`config.mk`:
```
export PLATFORM = sky130hd
export DESIGN_NAME = dispatch_2_af
export DESIGN_NICKNAME = d
export VERILOG_FILES = /design/src/rtl/dispatch_2_af.sv
export SDC_FILE = /design/constraint.sdc
export NUM_CORES = 1
export LEC_CHECK = 0
export CAP_MARGIN = 10
export CORE_MARGIN = 10
export CORE_UTILIZATION = 44
export DETAILED_ROUTE_END_ITERATION = 16
export HOLD_SLACK_MARGIN = 0.15
export PLACE_DENSITY = 0.63
export RECOVER_POWER = 25
export SYNTH_ARGS = -nofsm -noshare
export SYNTH_HDL_FRONTEND = slang
export SYNTH_SLANG_ARGS = --single-unit
```
`constraint.sdc`:
```
create_clock -name clk -period 3.5 [get_ports clk]
set_clock_uncertainty 0.2 [all_clocks]
set_input_delay 0.35 -clock clk [delete_from_list [all_inputs] [get_ports clk]]
set_output_delay 0.35 -clock clk [all_outputs]
set_load 0.01 [all_outputs]
```
`src/rtl/dispatch_2_af.sv`:
```
// One-to-two stream dispatcher with a FIFO per output,
// almost-full feedback to the source and per-output word counters.
module dispatch_2_af #(
  parameter int DWIDTH     = 8,
  parameter int DEPTH      = 16,
  parameter int FULL_LEVEL = 12,
  parameter int RR_MODE    = 0
) (
  input  logic              clk,
  input  logic              rst,
  input  logic [DWIDTH-1:0] in_data,
  input  logic              in_dest,
  input  logic              in_valid,
  output logic              in_ready,
  output logic              in_almost_full,
  output logic [DWIDTH-1:0] out_data_0,
  output logic [DWIDTH-1:0] out_data_1,
  output logic              out_valid_0,
  output logic              out_valid_1,
  input  logic              out_ready_0,
  input  logic              out_ready_1,
  output logic [31:0]       cnt_0,
  output logic [31:0]       cnt_1
);

  localparam int AW = $clog2(DEPTH);
  localparam int OW = AW + 1;

  logic [DWIDTH-1:0] mem_q [2][DEPTH];
  logic [AW-1:0]     wp_q  [2];
  logic [AW-1:0]     rp_q  [2];
  logic [OW-1:0]     occ_q [2];
  logic [OW-1:0]     occ_d [2];
  logic [31:0]       cnt_q [2];
  logic              rr_q;
  logic              af_q;
  logic              af_d;

  logic       tgt;
  logic       acc;
  logic [1:0] full;
  logic [1:0] push;
  logic [1:0] pop;
  logic [1:0] ordy;

  assign ordy = {out_ready_1, out_ready_0};
  assign tgt  = (RR_MODE != 0) ? rr_q : in_dest;
  assign full = {occ_q[1] == OW'(DEPTH),
                 occ_q[0] == OW'(DEPTH)};

  // No bypass: a full FIFO refuses even when it pops this cycle
  assign in_ready = !full[tgt];
  assign acc      = in_valid & in_ready;

  always_comb begin
    push = '0;
    pop  = '0;
    for (int k = 0; k < 2; k++) begin
      push[k]  = acc & (tgt == 1'(k));
      pop[k]   = (occ_q[k] != '0) & ordy[k];
      occ_d[k] = occ_q[k] + OW'(push[k]) - OW'(pop[k]);
    end
    af_d = (occ_d[0] >= OW'(FULL_LEVEL)) |
           (occ_d[1] >= OW'(FULL_LEVEL));
  end

  always_ff @(posedge clk or posedge rst) begin
    if (rst) begin
      for (int k = 0; k < 2; k++) begin
        occ_q[k] <= '0;
        wp_q[k]  <= '0;
        rp_q[k]  <= '0;
        cnt_q[k] <= '0;
      end
      rr_q <= 1'b0;
      af_q <= 1'b0;
    end else begin
      for (int k = 0; k < 2; k++) begin
        occ_q[k] <= occ_d[k];
        if (push[k]) begin
          wp_q[k]  <= wp_q[k] + 1'b1;
          cnt_q[k] <= cnt_q[k] + 32'd1;
        end
        if (pop[k]) rp_q[k] <= rp_q[k] + 1'b1;
      end
      if (acc) rr_q <= ~rr_q;
      af_q <= af_d;
    end
  end

  // Storage needs no reset; occupancy gates every read
  always_ff @(posedge clk) begin
    for (int k = 0; k < 2; k++) begin
      if (push[k]) mem_q[k][wp_q[k]] <= in_data;
    end
  end

  assign out_data_0     = mem_q[0][rp_q[0]];
  assign out_data_1     = mem_q[1][rp_q[1]];
  assign out_valid_0    = occ_q[0] != '0;
  assign out_valid_1    = occ_q[1] != '0;
  assign in_almost_full = af_q;
  assign cnt_0          = cnt_q[0];
  assign cnt_1          = cnt_q[1];

endmodule

```
==> results.yml, run 1 <==
drt:
  wirelength_um: 30000
  drt_iter0_markers: 447
  post_drt_via_cell_ratio: 5.39
  vias: 7427
  wl_per_cell_um: 21.8
  firstDrtPassIters: 4
  final_antenna_net_count: 0
  drc: 0
layout:
  drive_gt1_share_pct: 19.5
  utilization_pct: 54.0
  nNetsFinal: 987
  final_cell_area_mm2: 0.0171
  syn2layout_area_growth_pct: 20.4
  layout_common_cells: "edfxtp_1 (256), clkdlybuf4s50_1 (91), dfrtp_1 (89)"
  final_cells: 1377
  final_common_cell: "edfxtp_1"
  diodes: 0
  fill_cells: 2535
die:
  core_area_mm2: 0.0317
  num_rows: 65
  initial_core_util_pct: 44.9
  die_x_um: 200
  die_h_um: 200
  dieArea_mm2: 0.0400
  num_io_pins: 98
grt:
  track_usage_pct: 15.4
  grt_max_degree: 50
  overflow: 0
  grt_pass1_wl_um: 47100
  antenna_found_initial: 0
  grt_pass1_vias: 7884
status:
  status: "finished with violations"
  violations: "capacitance limit, slew limit"
logic_synthesis:
  syn_avg_cell_area_um2: 17.9
  synth-edff-count: 256
  async_flop_share_pct: 26.2
  postSynthCellCount: 795
  ys_ff_latch: 347
  synthesis.nets: 835
  seq_area_frac_synth_pct: 70.0
  yosys_warnings: 0
  synth_cell_types: 47
  synth_ff_type: "edfxtp_1"
  synth_area_mm2: 0.0142
placement:
  portBuffers: 97
  place_ws_ps: 88.8
  place_congestion: 0.779
  hpwl_um: 19100
  place_area_mm2: 0.0159
  placed_cells: 1306
critical_path:
  path_class: "reg2reg"
  path_cells: "inv_1 -> ha_1 -> or4b_4 -> and2_1 -> ha_1 -> inv_1 -> ha_2 -> fa_2 -> a21oi_2 -> o21bai_1 -> xnor2_1 -> or4_1"
  slowest_delay_ps: 500
  slowest_stage: "or4_1"
  critPathRequiredTime_ps: 3680
  critPathCaptureType: "flop"
  worstPathArrival_ps: 3520
  cp-start-kind: "flop"
  cp_max_fo: 3
sta:
  fin_crit_sh_pct: 95.4
  setup_violations: 0
  slew_viol_final: 33
  period_minus_slack_ps: 3340
  timing.fmax_mhz: 299
  worst_pin_slew_ps: 1600
  max-slew-margin-rel_pct: -6.74
  hold_violations: 0
  setup_slack_ps: 160
cts:
  cts-buffers-inserted: 38
  clk_latency_ps: 510
  cts_tree: "built"
  cts_root_buf: "clkbuf_16"
  cts.path.max_buffers: 3
  cts.clk_slew.worst_paths_ps: 60
  cts_max_level: 2
  cts.sinks: 347
power:
  ir_worst_vdd_mv: 0.334
  p_per_area_mw_per_mm2: 743
  leakagePower_nw: 6.13
job:
  max_cap_viol_count: 1
hold_path:
  hold_path.class: "reg2reg"
[critical path: cells and delay by family (launching register included)]
family | cells | cell delay, ps
and+or+nand+nor | 3 | 1150
adders and majority gates | 4 | 970
buffers and inverters | 2 | 120
AOI/OAI and AO/OA | 2 | 200
DFF | 1 | 400
xor gates and xnor gates | 1 | 170
[cell usage after synthesis, drive strengths merged, types with 3 or more instances]
| cell | instances | area [um2] |
|---|---|---|
| and3 | 16 | 101 |
| nor3 | 17 | 85.1 |
| xor2 | 22 | 193 |
| edfxtp | 256 | 7690 |
| xnor2 | 59 | 517 |
| clkbuf | 15 | 56.3 |
| nor2 | 27 | 101 |
| mux2 | 3 | 33.8 |
| nand2 | 41 | 154 |
| inv | 23 | 86.3 |
| nand3 | 24 | 133 |
| nand4 | 20 | 125 |
| and4 | 12 | 108 |
| dfrtp | 91 | 2280 |
| a21oi | 8 | 43.8 |
| mux4 | 80 | 1800 |
| ha | 24 | 300 |
| buf | 16 | 81.3 |
| and2 | 13 | 81.3 |
[per-layer routing]
metal	wire (um)	up-vias	track usage (%)
met2	13600	207	23.3
met4	456	0	3.98
met5	0	-	0
met3	2410	37	4.79
li1	-	3382	-
met1	13500	3801	21.4
[stage by stage]
stage          hold WS [ps]  power, mW  TNS, ps
2_1_floorplan           249       7.61        0
3_3_place_gp            265       9.00        0
3_5_place_dp            266       9.03        0
4_1_cts                 280       12.9        0
5_1_grt                 289       13.4    -1.03
6_report                274       12.7        0
[kinds of logic after synthesis]
logic type / count (synthesis) / share of synthesized area [%]
xor gates and xnor gates: 81 / 4.98
adders and majority gates: 26 / 2.39
muxes: 84 / 13.0
DFF: 347 / 70.0
buffers and inverters: 54 / 1.57
AOI/OAI and AO/OA: 19 / 0.949
and+or+nand+nor: 184 / 7.15
[flip-flops by register name, indices dropped and copies added, names as in the netlist]
name and flops:
in_almost_full 1, rp_q 8, mem_q 256, cnt_0 32
wp_q 8, occ_q 10, cnt_1 32
[cell type report]
class / count / area, um2 / share of cell area [%]
clock buffers: 53 / 1040 / 6.06
clock inverters: 15 / 153 / 0.891
inverters: 23 / 88.8 / 0.518
multi-input cells: 394 / 4060 / 23.7
flip-flops and latches: 347 / 9970 / 58.2
well taps: 402 / 503 / 2.93
repair buffers: 143 / 1330 / 7.76
[power by group]
part | internal (mW) | total, mW | switching (mW)
registers | 4.82 | 5.24 | 0.420
clock network | 2.29 | 3.82 | 1.52
logic | 1.99 | 3.68 | 1.69
[what timing repair did]
item,CTS,global route
endpoints found under the hold margin,46,0
gates resized for setup,0,4
buffers inserted,0,2
hold buffers,1,0
endpoints found under the setup margin,0,1
[final timing paths]
check                           slack (ps)       from        endpoint  cells after the start
worst max-delay path                   160   occ_q[8]  in_almost_full                     12
worst min-delay path                   270  cnt_0[31]       cnt_0[31]                      1
worst max register to register         160   occ_q[8]  in_almost_full                     12
worst min register to register         270  cnt_0[31]       cnt_0[31]                      1
max in group asynchronous             1670        rst        cnt_0[1]                      4
min in group asynchronous              630        rst       cnt_1[26]                      3
Note: power is estimated with default switching activity, not from simulation.
==> run 2, diff against run 1 <==
Settings changed: SKIP_CTS_REPAIR_TIMING from default to 1.
==> results.yml, run 2 (synthesized netlist as in run 1, its figures left out) <==
critical_path:
  critPathRequiredTime_ps: 3680
  slowest_stage: "or4_1"
  cp-start-kind: "flop"
  slowest_delay_ps: 500
  path_delay_family: "simple AND/OR/NAND/NOR gates"
  path_cells: "inv_1 -> ha_1 -> or4b_4 -> and2_1 -> ha_1 -> inv_1 -> ha_2 -> fa_2 -> a21oi_2 -> o21bai_1 -> xnor2_1 -> or4_1"
  path_buf_inv: 2
  critPathCaptureType: "flop"
  cp_max_fo: 3
  path_class: "reg2reg"
  worstPathArrival_ps: 3520
sta:
  timing.fmax_mhz: 299
  setup_violations: 0
  slew_viol_final: 65
  period_minus_slack_ps: 3340
  worst_pin_slew_ps: 1590
  max-slew-margin-rel_pct: -5.89
  holdWs_ps: 274
  hold_violations: 0
  fin_crit_sh_pct: 95.4
drt:
  vias: 7426
  wl_per_cell_um: 21.9
  drt_iter0_markers: 411
  post_drt_via_cell_ratio: 5.39
  drc: 0
  wirelength_um: 30100
  final_antenna_net_count: 0
  firstDrtPassIters: 5
grt:
  grt_pass1_wl_um: 47100
  overflow: 0
  track_usage_pct: 15.4
  grt_max_degree: 50
  grt_pass1_vias: 7884
  antenna_found_initial: 0
power:
  p_per_area_mw_per_mm2: 743
  intPower_mw: 9.11
  ir_worst_vdd_mv: 0.334
  p_sw_share_pct: 28.5
  total_power_mw: 12.7
  combinationalPowerShare_pct: 28.9
  leakagePower_nw: 6.13
  power.switching_mw: 3.63
  p_clk_share_pct: 30.0
  p_seq_share_pct: 41.1
layout:
  drive_gt1_share_pct: 19.5
  final_cell_area_mm2: 0.0171
  fill_cells: 2535
  nNetsFinal: 987
  layout_common_cells: "edfxtp_1 (256), clkdlybuf4s50_1 (91), dfrtp_1 (89)"
  largest_reg_flops: 256
  final_common_cell: "edfxtp_1"
  diodes: 0
  syn2layout_area_growth_pct: 20.4
cts:
  cts_tree: "built"
  cts_root_buf: "clkbuf_16"
  cts_max_level: 2
  cts.clk_slew.worst_paths_ps: 60
  cts.sinks: 347
  cts-buffers-inserted: 38
  cts.path.max_buffers: 3
  clk_latency_ps: 510
job:
  max_cap_viol_count: 2
status:
  status: "finished with violations"
  violations: "capacitance limit, slew limit"
die:
  die_h_um: 200
  dieArea_mm2: 0.0400
  num_rows: 65
  core_area_mm2: 0.0317
  num_io_pins: 98
  initial_core_util_pct: 44.9
  die_x_um: 200
placement:
  place_congestion: 0.779
  hpwl_um: 19100
  portBuffers: 97
  place_area_mm2: 0.0159
hold_path:
  hold_path.class: "reg2reg"
## run 2: final timing paths
path                            startpoint        endpoint  slack, ps  cells after the start
worst max-delay path              occ_q[8]  in_almost_full        160                     12
worst min-delay path             cnt_0[31]       cnt_0[31]        270                      1
worst max register to register    occ_q[8]  in_almost_full        160                     12
worst min register to register   cnt_0[31]       cnt_0[31]        270                      1
max in group asynchronous              rst        cnt_0[1]       1670                      4
min in group asynchronous              rst       cnt_1[26]        630                      3
## run 2: area by class of cell
type / count / area, um2 / share of cell area [%]
clock inverters: 15 / 153 / 0.891
inverters: 23 / 88.8 / 0.518
well taps: 402 / 503 / 2.93
clock buffers: 53 / 1040 / 6.06
flip-flops and latches: 347 / 9970 / 58.2
multi-input cells: 394 / 4060 / 23.7
repair buffers: 143 / 1330 / 7.76
## run 2: routing by layer
layer  part of all wire (%)  vias up  track usage [%]
met4                    1.7        0             3.98
met5                      0        -                0
met2                     46      198             23.3
met3                    7.4       38             4.79
met1                     45     3809             21.4
li1                       -     3381                -
## run 2: power groups by stage
| stage | clock, mW | sequential [mW] | combinational [mW] |
|---|---|---|---|
| after CTS | 3.92 | 5.23 | 3.74 |
| after global routing | 4.09 | 5.30 | 4.01 |
| final | 3.82 | 5.24 | 3.68 |
| after global placement | 0 | 5.30 | 3.70 |
| after floorplan | 0 | 5.09 | 2.52 |
| after detailed placement | 0 | 5.31 | 3.72 |
## run 2: metrics by stage
step	worst slack [ps]	utilization, %	cells	TNS [ps]
after CTS	90.1	54.0	1374	0
after global routing	-1.03	54.0	1377	-1.03
after detailed placement	88.8	50.3	1306	0
after global placement	102	50.3	1306	0
final	161	54.0	1377	0
after floorplan	5.07	-	795	0
